===== src/rtl/shift_sequencer_if.sv =====
// ---------------------------------------------------------------------------
// shift_sequencer_if
//   Handshake and data bundle between a requester and the multi-cycle
//   shift_sequencer.
//
//   Signals:
//     data_operand   requester -> shifter  value to shift (sampled on start)
//     shamt          requester -> shifter  unsigned shift amount
//     ctrl_sll       requester -> shifter  one-cycle start of logical left
//     ctrl_sra       requester -> shifter  one-cycle start of arithmetic right
//     data_result    shifter -> requester  registered shifted result
//     data_resultRDY shifter -> requester  one-cycle pulse, result valid
//     busy           shifter -> requester  high while shifting
//
//   Modports:
//     master  the requester (ALU control)
//     slave   the shift unit
// ---------------------------------------------------------------------------
interface shift_sequencer_if #(
  parameter int WIDTH   = 32,
  parameter int SHAMT_W = 5
);
  logic [WIDTH-1:0]   data_operand;
  logic [SHAMT_W-1:0] shamt;
  logic               ctrl_sll;
  logic               ctrl_sra;
  logic [WIDTH-1:0]   data_result;
  logic               data_resultRDY;
  logic               busy;

  modport master (
    output data_operand,
    output shamt,
    output ctrl_sll,
    output ctrl_sra,
    input  data_result,
    input  data_resultRDY,
    input  busy
  );

  modport slave (
    input  data_operand,
    input  shamt,
    input  ctrl_sll,
    input  ctrl_sra,
    output data_result,
    output data_resultRDY,
    output busy
  );
endinterface


===== src/rtl/shift_sequencer.sv =====
// ---------------------------------------------------------------------------
// shift_sequencer
//   Multi-cycle SLL / SRA unit. A single 1-bit shift stage is applied once per
//   clock to a held operand until the requested amount has been consumed.
//
//   Ports:
//     clock   system clock, rising edge
//     resetn  asynchronous active-low reset; discards any in-flight shift
//     io      shift_sequencer_if.slave
//               data_operand / shamt  sampled only on an accepted start
//               ctrl_sll / ctrl_sra   one-cycle start pulses; exactly one
//                                     must be high for the start to count
//               data_result           registered, updates only on DONE entry
//               data_resultRDY        high for the single DONE cycle
//               busy                  high while in SHIFT
//
//   Timing: with the start edge counted as edge 1, data_resultRDY is high in
//   the cycle after edge shamt+1. A start in the DONE cycle is accepted, so
//   operations can run back to back. WIDTH must equal 2**SHAMT_W.
// ---------------------------------------------------------------------------
module shift_sequencer #(
  parameter int WIDTH   = 32,
  parameter int SHAMT_W = 5
) (
  input  logic                  clock,
  input  logic                  resetn,
  shift_sequencer_if.slave      io
);

  typedef enum logic [1:0] {
    ST_IDLE  = 2'd0,
    ST_SHIFT = 2'd1,
    ST_DONE  = 2'd2
  } state_t;

  typedef enum logic {
    OP_SLL = 1'b0,
    OP_SRA = 1'b1
  } op_t;

  localparam logic [SHAMT_W-1:0] COUNT_ZERO = {SHAMT_W{1'b0}};
  localparam logic [SHAMT_W-1:0] COUNT_ONE  = {{(SHAMT_W-1){1'b0}}, 1'b1};

  state_t             state_r;
  op_t                op_r;
  logic [WIDTH-1:0]   operand_r;
  logic [SHAMT_W-1:0] count_r;
  logic [WIDTH-1:0]   result_r;
  logic               rdy_r;
  logic               busy_r;

  logic               start_s;
  logic [WIDTH-1:0]   shift_s;

  // Start qualification and the single reused 1-bit shift stage.
  always_comb begin
    start_s = 1'b0;
    shift_s = operand_r;
    // Only IDLE and DONE accept work; both controls high is an invalid request.
    if ((state_r == ST_IDLE) || (state_r == ST_DONE)) begin
      start_s = io.ctrl_sll ^ io.ctrl_sra;
    end else begin
      start_s = 1'b0;
    end
    if (op_r == OP_SRA) begin
      shift_s = {operand_r[WIDTH-1], operand_r[WIDTH-1:1]};
    end else begin
      shift_s = {operand_r[WIDTH-2:0], 1'b0};
    end
  end

  // Control FSM with datapath registers and registered handshake outputs.
  always_ff @(posedge clock or negedge resetn) begin
    if (!resetn) begin
      state_r   <= ST_IDLE;
      op_r      <= OP_SLL;
      operand_r <= {WIDTH{1'b0}};
      count_r   <= COUNT_ZERO;
      result_r  <= {WIDTH{1'b0}};
      rdy_r     <= 1'b0;
      busy_r    <= 1'b0;
    end else begin
      case (state_r)
        ST_IDLE, ST_DONE: begin
          if (start_s) begin
            operand_r <= io.data_operand;
            op_r      <= io.ctrl_sra ? OP_SRA : OP_SLL;
            count_r   <= io.shamt;
            if (io.shamt == COUNT_ZERO) begin
              // Zero amount bypasses SHIFT; the operand is the result.
              state_r  <= ST_DONE;
              result_r <= io.data_operand;
              rdy_r    <= 1'b1;
              busy_r   <= 1'b0;
            end else begin
              state_r  <= ST_SHIFT;
              rdy_r    <= 1'b0;
              busy_r   <= 1'b1;
            end
          end else begin
            state_r <= ST_IDLE;
            rdy_r   <= 1'b0;
            busy_r  <= 1'b0;
          end
        end

        ST_SHIFT: begin
          operand_r <= shift_s;
          count_r   <= count_r - COUNT_ONE;
          if (count_r == COUNT_ONE) begin
            // Last stage: publish the final value only now, so partial
            // shifts never appear on data_result.
            state_r  <= ST_DONE;
            result_r <= shift_s;
            rdy_r    <= 1'b1;
            busy_r   <= 1'b0;
          end else begin
            state_r  <= ST_SHIFT;
            rdy_r    <= 1'b0;
            busy_r   <= 1'b1;
          end
        end

        default: begin
          state_r <= ST_IDLE;
          rdy_r   <= 1'b0;
          busy_r  <= 1'b0;
        end
      endcase
    end
  end

  assign io.data_result    = result_r;
  assign io.data_resultRDY = rdy_r;
  assign io.busy           = busy_r;

endmodule

===== src/flat_wrapper.sv =====
// flat-port wrapper written by rule: the top's interface ports become plain ports
module shift_sequencer_flat 
#(
  parameter int WIDTH   = 32,
  parameter int SHAMT_W = 5
)
  (clock, resetn, io_data_operand, io_shamt, io_ctrl_sll, io_ctrl_sra, io_data_result, io_data_resultRDY, io_busy);
  shift_sequencer_if #(.WIDTH(WIDTH), .SHAMT_W(SHAMT_W)) io_i ();
  input  logic clock;
  input  logic resetn;
  input wire logic [$bits(io_i.data_operand)-1:0] io_data_operand;
  input wire logic [$bits(io_i.shamt)-1:0] io_shamt;
  input wire logic [$bits(io_i.ctrl_sll)-1:0] io_ctrl_sll;
  input wire logic [$bits(io_i.ctrl_sra)-1:0] io_ctrl_sra;
  output wire logic [$bits(io_i.data_result)-1:0] io_data_result;
  output wire logic [$bits(io_i.data_resultRDY)-1:0] io_data_resultRDY;
  output wire logic [$bits(io_i.busy)-1:0] io_busy;
  assign io_i.data_operand = io_data_operand;
  assign io_i.shamt = io_shamt;
  assign io_i.ctrl_sll = io_ctrl_sll;
  assign io_i.ctrl_sra = io_ctrl_sra;
  assign io_data_result = io_i.data_result;
  assign io_data_resultRDY = io_i.data_resultRDY;
  assign io_busy = io_i.busy;
  shift_sequencer #(.WIDTH(WIDTH), .SHAMT_W(SHAMT_W)) u_core (.clock(clock), .resetn(resetn), .io(io_i));
endmodule

===== config.mk =====
export PLATFORM = sky130hd
export DESIGN_NAME = shift_sequencer_flat
export DESIGN_NICKNAME = d
export VERILOG_FILES = /design/src/rtl/shift_sequencer_if.sv /design/src/rtl/shift_sequencer.sv /design/src/flat_wrapper.sv
export SDC_FILE = /design/constraint.sdc
export NUM_CORES = 1
export LEC_CHECK = 0
export BUFFER_PORTS_ARGS = -buffer_cell sky130_fd_sc_hd__buf_2
export CORE_MARGIN = 4
export CORE_UTILIZATION = 50
export CTS_CLUSTER_DIAMETER = 60
export DETAILED_ROUTE_END_ITERATION = 8
export PLACE_DENSITY = 0.8
export RECOVER_POWER = 25
export SLEW_MARGIN = 5
export SYNTH_ARGS = -nofsm -noshare
export SYNTH_HDL_FRONTEND = slang
export SYNTH_SLANG_ARGS = --single-unit

===== constraint.sdc =====
create_clock -name clock -period 3.8 [get_ports clock]
set_input_delay 0 -clock clock [delete_from_list [all_inputs] [get_ports clock]]
set_output_delay 0 -clock clock [all_outputs]
set_load 0.005 [all_outputs]

* Yosys cells after proc, flatten, opt, wreduce, memory -nomap -nowiden
Cells that the tools add are included.
Widths: inputs -> output; s select.
** Cells by class
- Add/subtract/negate cells :: 1
- Eq/ne operators :: 6
- Muxes and demuxes :: 23
- Bitwise gates (word level) :: 1
- Reductions and logical operators :: 8
** Operator list (number)
- $mux 32 :: 5
- $pmux 32 s2 :: 2
- $pmux 5 s2 :: 1
- $mux 1 :: 8
- $mux 2 :: 3
- $ne 2x1->1 const B :: 3
- $eq 5x1->1 const B :: 1
- $logic_not 5->1 :: 1
- $mux 5 :: 1
- $sub 5x1->5 const B :: 1
- $pmux 1 s2 :: 2
- $pmux 2 s2 :: 1
- $reduce_and 2->1 :: 2
- $reduce_and 4->1 :: 1
- $eq 2x1->1 const B :: 1
- $eq 2x2->1 const B :: 1
- $logic_not 2->1 :: 1
- $reduce_bool 2->1 :: 1
- $reduce_or 2->1 :: 1
- $logic_or 1x1->1 :: 1
- $xor 1x1->1 :: 1
** Word-level totals
- Register bits :: 74
- Input bits :: 41
- Output and inout port bits :: 34
- Logic and storage cells :: 46

* Longest topological paths before layout
- Depth in word-level cells :: 5
- Depth in mapped cells :: 8
- Gate-level depth less buffers :: 6

* Least setup slack after synthesis
OpenSTA, ideal clock, no wires.
- Path kind :: flip-flop to flip-flop
- Start :: reg u_core.count_r[1]
- End :: reg u_core.result_r[28], in the netlist u_core.io.data_result[28]
- Library setup time :: 0.125 ns
- Arrival :: 1.428 ns
- Data required time :: 3.675 ns
- Slack :: 2.247 ns
- Cell stages (with the launch flop) :: 8
- Buffers on the path :: 1
- Clock period less this slack :: 1.553 ns
- Path through :: dfrtp_1 > inv_1 > ha_1 > nor4b_1 > nand2_1 > o31a_1 > buf_6 > mux2_2
** Between the ends
- Word-level cells in the longest chain between the ends :: 3
** RTL lines
- from (decl) :: line shift_sequencer.sv:47 : logic [SHAMT_W-1:0] count_r;
- from (signal assigned) :: line shift_sequencer.sv:88 : count_r <= io.shamt;
- from (signal assigned) :: line shift_sequencer.sv:109 : count_r <= count_r - COUNT_ONE;
- $eq 5x1->1 :: line shift_sequencer.sv:110 : if (count_r == COUNT_ONE) begin
- $ne 2x1->1 (no line)
- $reduce_and 4->1 (no line)
- to (signal assigned) :: line shift_sequencer.sv:79 : result_r <= {WIDTH{1'b0}};
- to (signal assigned) :: line shift_sequencer.sv:92 : result_r <= io.data_operand;
- to (signal assigned) :: line shift_sequencer.sv:114 : result_r <= shift_s;
- to (decl) :: line shift_sequencer.sv:48 : logic [WIDTH-1:0] result_r;
Every way passes these cells.
A chain may end at the register's enable or synchronous reset.

* Worst setup path after layout
- Start :: reg u_core.count_r[0]
- End :: reg u_core.result_r[8], in the netlist u_core.io.data_result[8]
Same word-level chain as after synthesis.

==> flow_summary_export.csv <==
group,metric,value,unit
outcome,outcome,"finished with violations",
outcome,violations,"capacitance limit, slew limit",
global_route,use_met2,32.2,%
setup_path,max_stage_delay,570,ps
power,seq_power_share,42.9,%
run,cap_viol_max_count,1,
routing,dr.pass1.iters,4,
power,switchingPower,1.28,mW
setup_path,slowest_stage,"o31a_2",
cts,worstSkewPairLatency,330,ps
layout,multi_input_area,1460,um2
cts,cts-resized-gates,0,
die,fp.coreArea,6830,um2
cts,cts_max_path_buffers,2,
synth,synth_cell_types,27,
setup_path,critical_path_class,"reg -> reg",
power,ir_drop,0.000382,V
synth,syn_area,3520,um2
layout,antennaDiodeCount,0,
global_route,grt_start_max_net_pins,73,
global_route,grt_pass1_vias,2919,
layout,register_area,1800,um2
timing,tns,0,ps
routing,avgViaCountPerCell,5.06,
layout,fin_nets,495,
placed_design,hpwlAfterDp,4980,um
cts,clkSinkCount,72,
die,initial_core_util,51.6,%
timing,worst_pin_slew,1740,ps
timing,rsz0062_at_grt,"false",
routing,num_vias,2796,
power,combinationalPowerShare,40.5,%
power,power.density,731,nW/um2
placed_design,port_buffers,74,
cts,hold_buffers,36,
timing,finalCriticalPeriod,2130,ps
layout,stdcell_count,553,
cts,cts_buffers,9,
cts,clk_pin_slew_worst_paths,80,ps
setup_path,end_kind,"register",
routing,drcViolationCount,0,
cts,cts_tree,"built",
global_route,top_usage_layer,"met2",
timing,hold_viol,0,
placed_design,pre_cts_ws,1660,ps
placed_design,dp.cells,501,
global_route,grt_pass1_wl,13300,um
global_route,globalRoute.totalOverflow,0,
placed_design,gp_congestion,0.860,
die,die_y,91.9,um
global_route,met1_usage,25.0,%
timing,max_slew_margin,-15.8,%
power,leakagePower,2.24,nW
power,p_int,1.93,mW
global_route,grt_use_met3,3.77,%
die,ios,75,
power,switching_share,39.8,%
cts,cts_root_buffer,"clkbuf_8",
die,row_count,30,
synth,ys_ff_latch,72,
synth,ys_seq_area_share,51.2,%
global_route,antenna_found_initial,0,
setup_path,cp_cell_sequence,"ha_1 -> nor4b_1 -> nand2_1 -> o31a_2 -> buf_4 -> mux2i_1",
synth,netlist_top_cells_area,"dfrtp_1, mux2i_1, o21ai_0",
timing,timing.fmax,469,MHz
routing,routedWlPerCell,13.8,um
layout,syn2layout_area_growth,24.9,%
die,die_w,91.9,um
cts,cts_htree_levels,3,
timing,layout_setup_ws,1670,ps
synth,ys_warn_count,0,
worst_hold_path,hold_path_class,"in -> reg",
cts,post-cts-setup-buffer-count,0,
synth,synth_top_area_share,51.2,%
timing,finalCritPeriodShare,56.1,%
setup_path,path_max_fanout,20,
routing,ant_nets,0,
routing,drt-initial-drc-count,141,
synth,synth_top_area_cell,"dfrtp_1",
setup_path,crit_arrival,2390,ps
timing,maxSlewViolCount,73,
timing,setup_viol,0,
global_route,grtUsageTotal,19.3,%
die,die_area,8450,um2
synth,synth_area_per_cell,10.0,um2
routing,wirelength,7650,um
synth,syn_inst,352,
layout,fill_cells,603,
timing,fin_skew,6.67,ps
setup_path,cp.required,4060,ps
power,clkPwrFrac,16.5,%
setup_path,cp-start-kind,"register",
layout,drive_gt1_share,17.9,%
synth,syn_nets,395,
## layout by cell type (no fill, tap or decap), drive strengths merged, types with 2 or more instances in the layout
cell type,Yosys,layout
o221a,2,2
nor2,35,35
o22ai,2,2
xor2,2,2
mux2,7,7
nand2b,2,2
nand2,35,35
dfrtp,72,72
inv,33,33
buf,12,56
ha,2,2
mux2i,62,62
clkbuf,12,34
clkinv,0,2
a21oi,31,31
o21ai,34,34
dlygate4sd3,0,36
## routing by layer
metal,share of wire [%],vias up
li1,-,1373
met1,44,1340
met2,50,70
met3,4.2,13
met4,1.7,0
met5,0,-
## kinds of logic after synthesis
kind of cell	after synthesis	synth area share (%)
fa+ha+maj	2	0.710
xor+xnor	2	0.497
mux	69	19.9
simple gates	79	9.20
buf+inv	57	7.85
flops	72	51.2
compound gates	71	10.7
## path summary, 6_finish.rpt
path / slack [ps] / from / end / cells past startpoint
setup / recovery: 1670 / u_core.count_r[0] / u_core.io.data_result[8] / 6
hold / removal: 40 / io_data_operand[28] / u_core.io.data_result[28] / 4
setup reg to reg: 1670 / u_core.count_r[0] / u_core.io.data_result[8] / 6
hold reg to reg: 490 / u_core.operand_r[0] / u_core.operand_r[0] / 2
max in group asynchronous: 1970 / resetn / u_core.op_r / 2
min in group asynchronous: 670 / resetn / u_core.io.data_result[1] / 2
## Yosys cell counts
cell type and number:
dfrtp_1 72, mux2i_1 62, nand2_1 35, nor2_1 35, o21ai_0 34, inv_1 33, a21oi_1 31, clkbuf_1 12
mux2_2 7, buf_2 5, buf_1 3, buf_12 3, ha_1 2, nand2b_1 2, o221a_2 2, o22ai_1 2
xor2_1 2, and3_1 1, buf_6 1, nand3_1 1, nand4_1 1, nor2b_1 1, nor3_1 1, nor4b_1 1
o2bb2ai_1 1, o31a_1 1, or4_4 1
## cell type report
type	instances	share of cell area (%)
clock buffer	13	3.39
clock inverter	3	0.398
inverter	33	2.82
multi-input combinational	223	33.2
sequential	72	41.0
tap	96	2.73
timing repair buffer	113	16.5
## registers in the layout (all words and copies together) (netlist names)
signal and count:
u_core.io.data_result 32, u_core.op_r 1, u_core.operand_r 32, u_core.io.data_resultRDY 1, u_core.count_r 5, u_core.io.busy 1
## metrics by stage
stage               utilization, %  hold slack, ps  instance area [um2]  power, mW
floorplan                        -            -296                 3520       2.31
global placement              57.1             181                 3900       2.62
detailed placement            57.1             187                 3900       2.69
CTS                           64.8            34.3                 4430       3.26
global route                  64.4            75.1                 4400       3.51
finish                        64.4            41.3                 4400       3.21
## power by group through the flow
stage               combinational, mW  sequential (mW)  clock (mW)
floorplan                        1.05             1.26           0
global placement                 1.24             1.38           0
detailed placement               1.30             1.39           0
CTS                              1.34             1.38       0.546
global route                     1.51             1.42       0.577
finish                           1.30             1.38       0.532
## critical path, delay by kind of cell (launching register included)
family,cells,cell delay (ps)
AOI/OAI and AO/OA,1,570
adders and majority gates,1,220
buffers and inverters,1,370
DFF,1,430
muxes,1,220
and+or+nand+nor,2,240
Power figures use the tool's default switching activity.
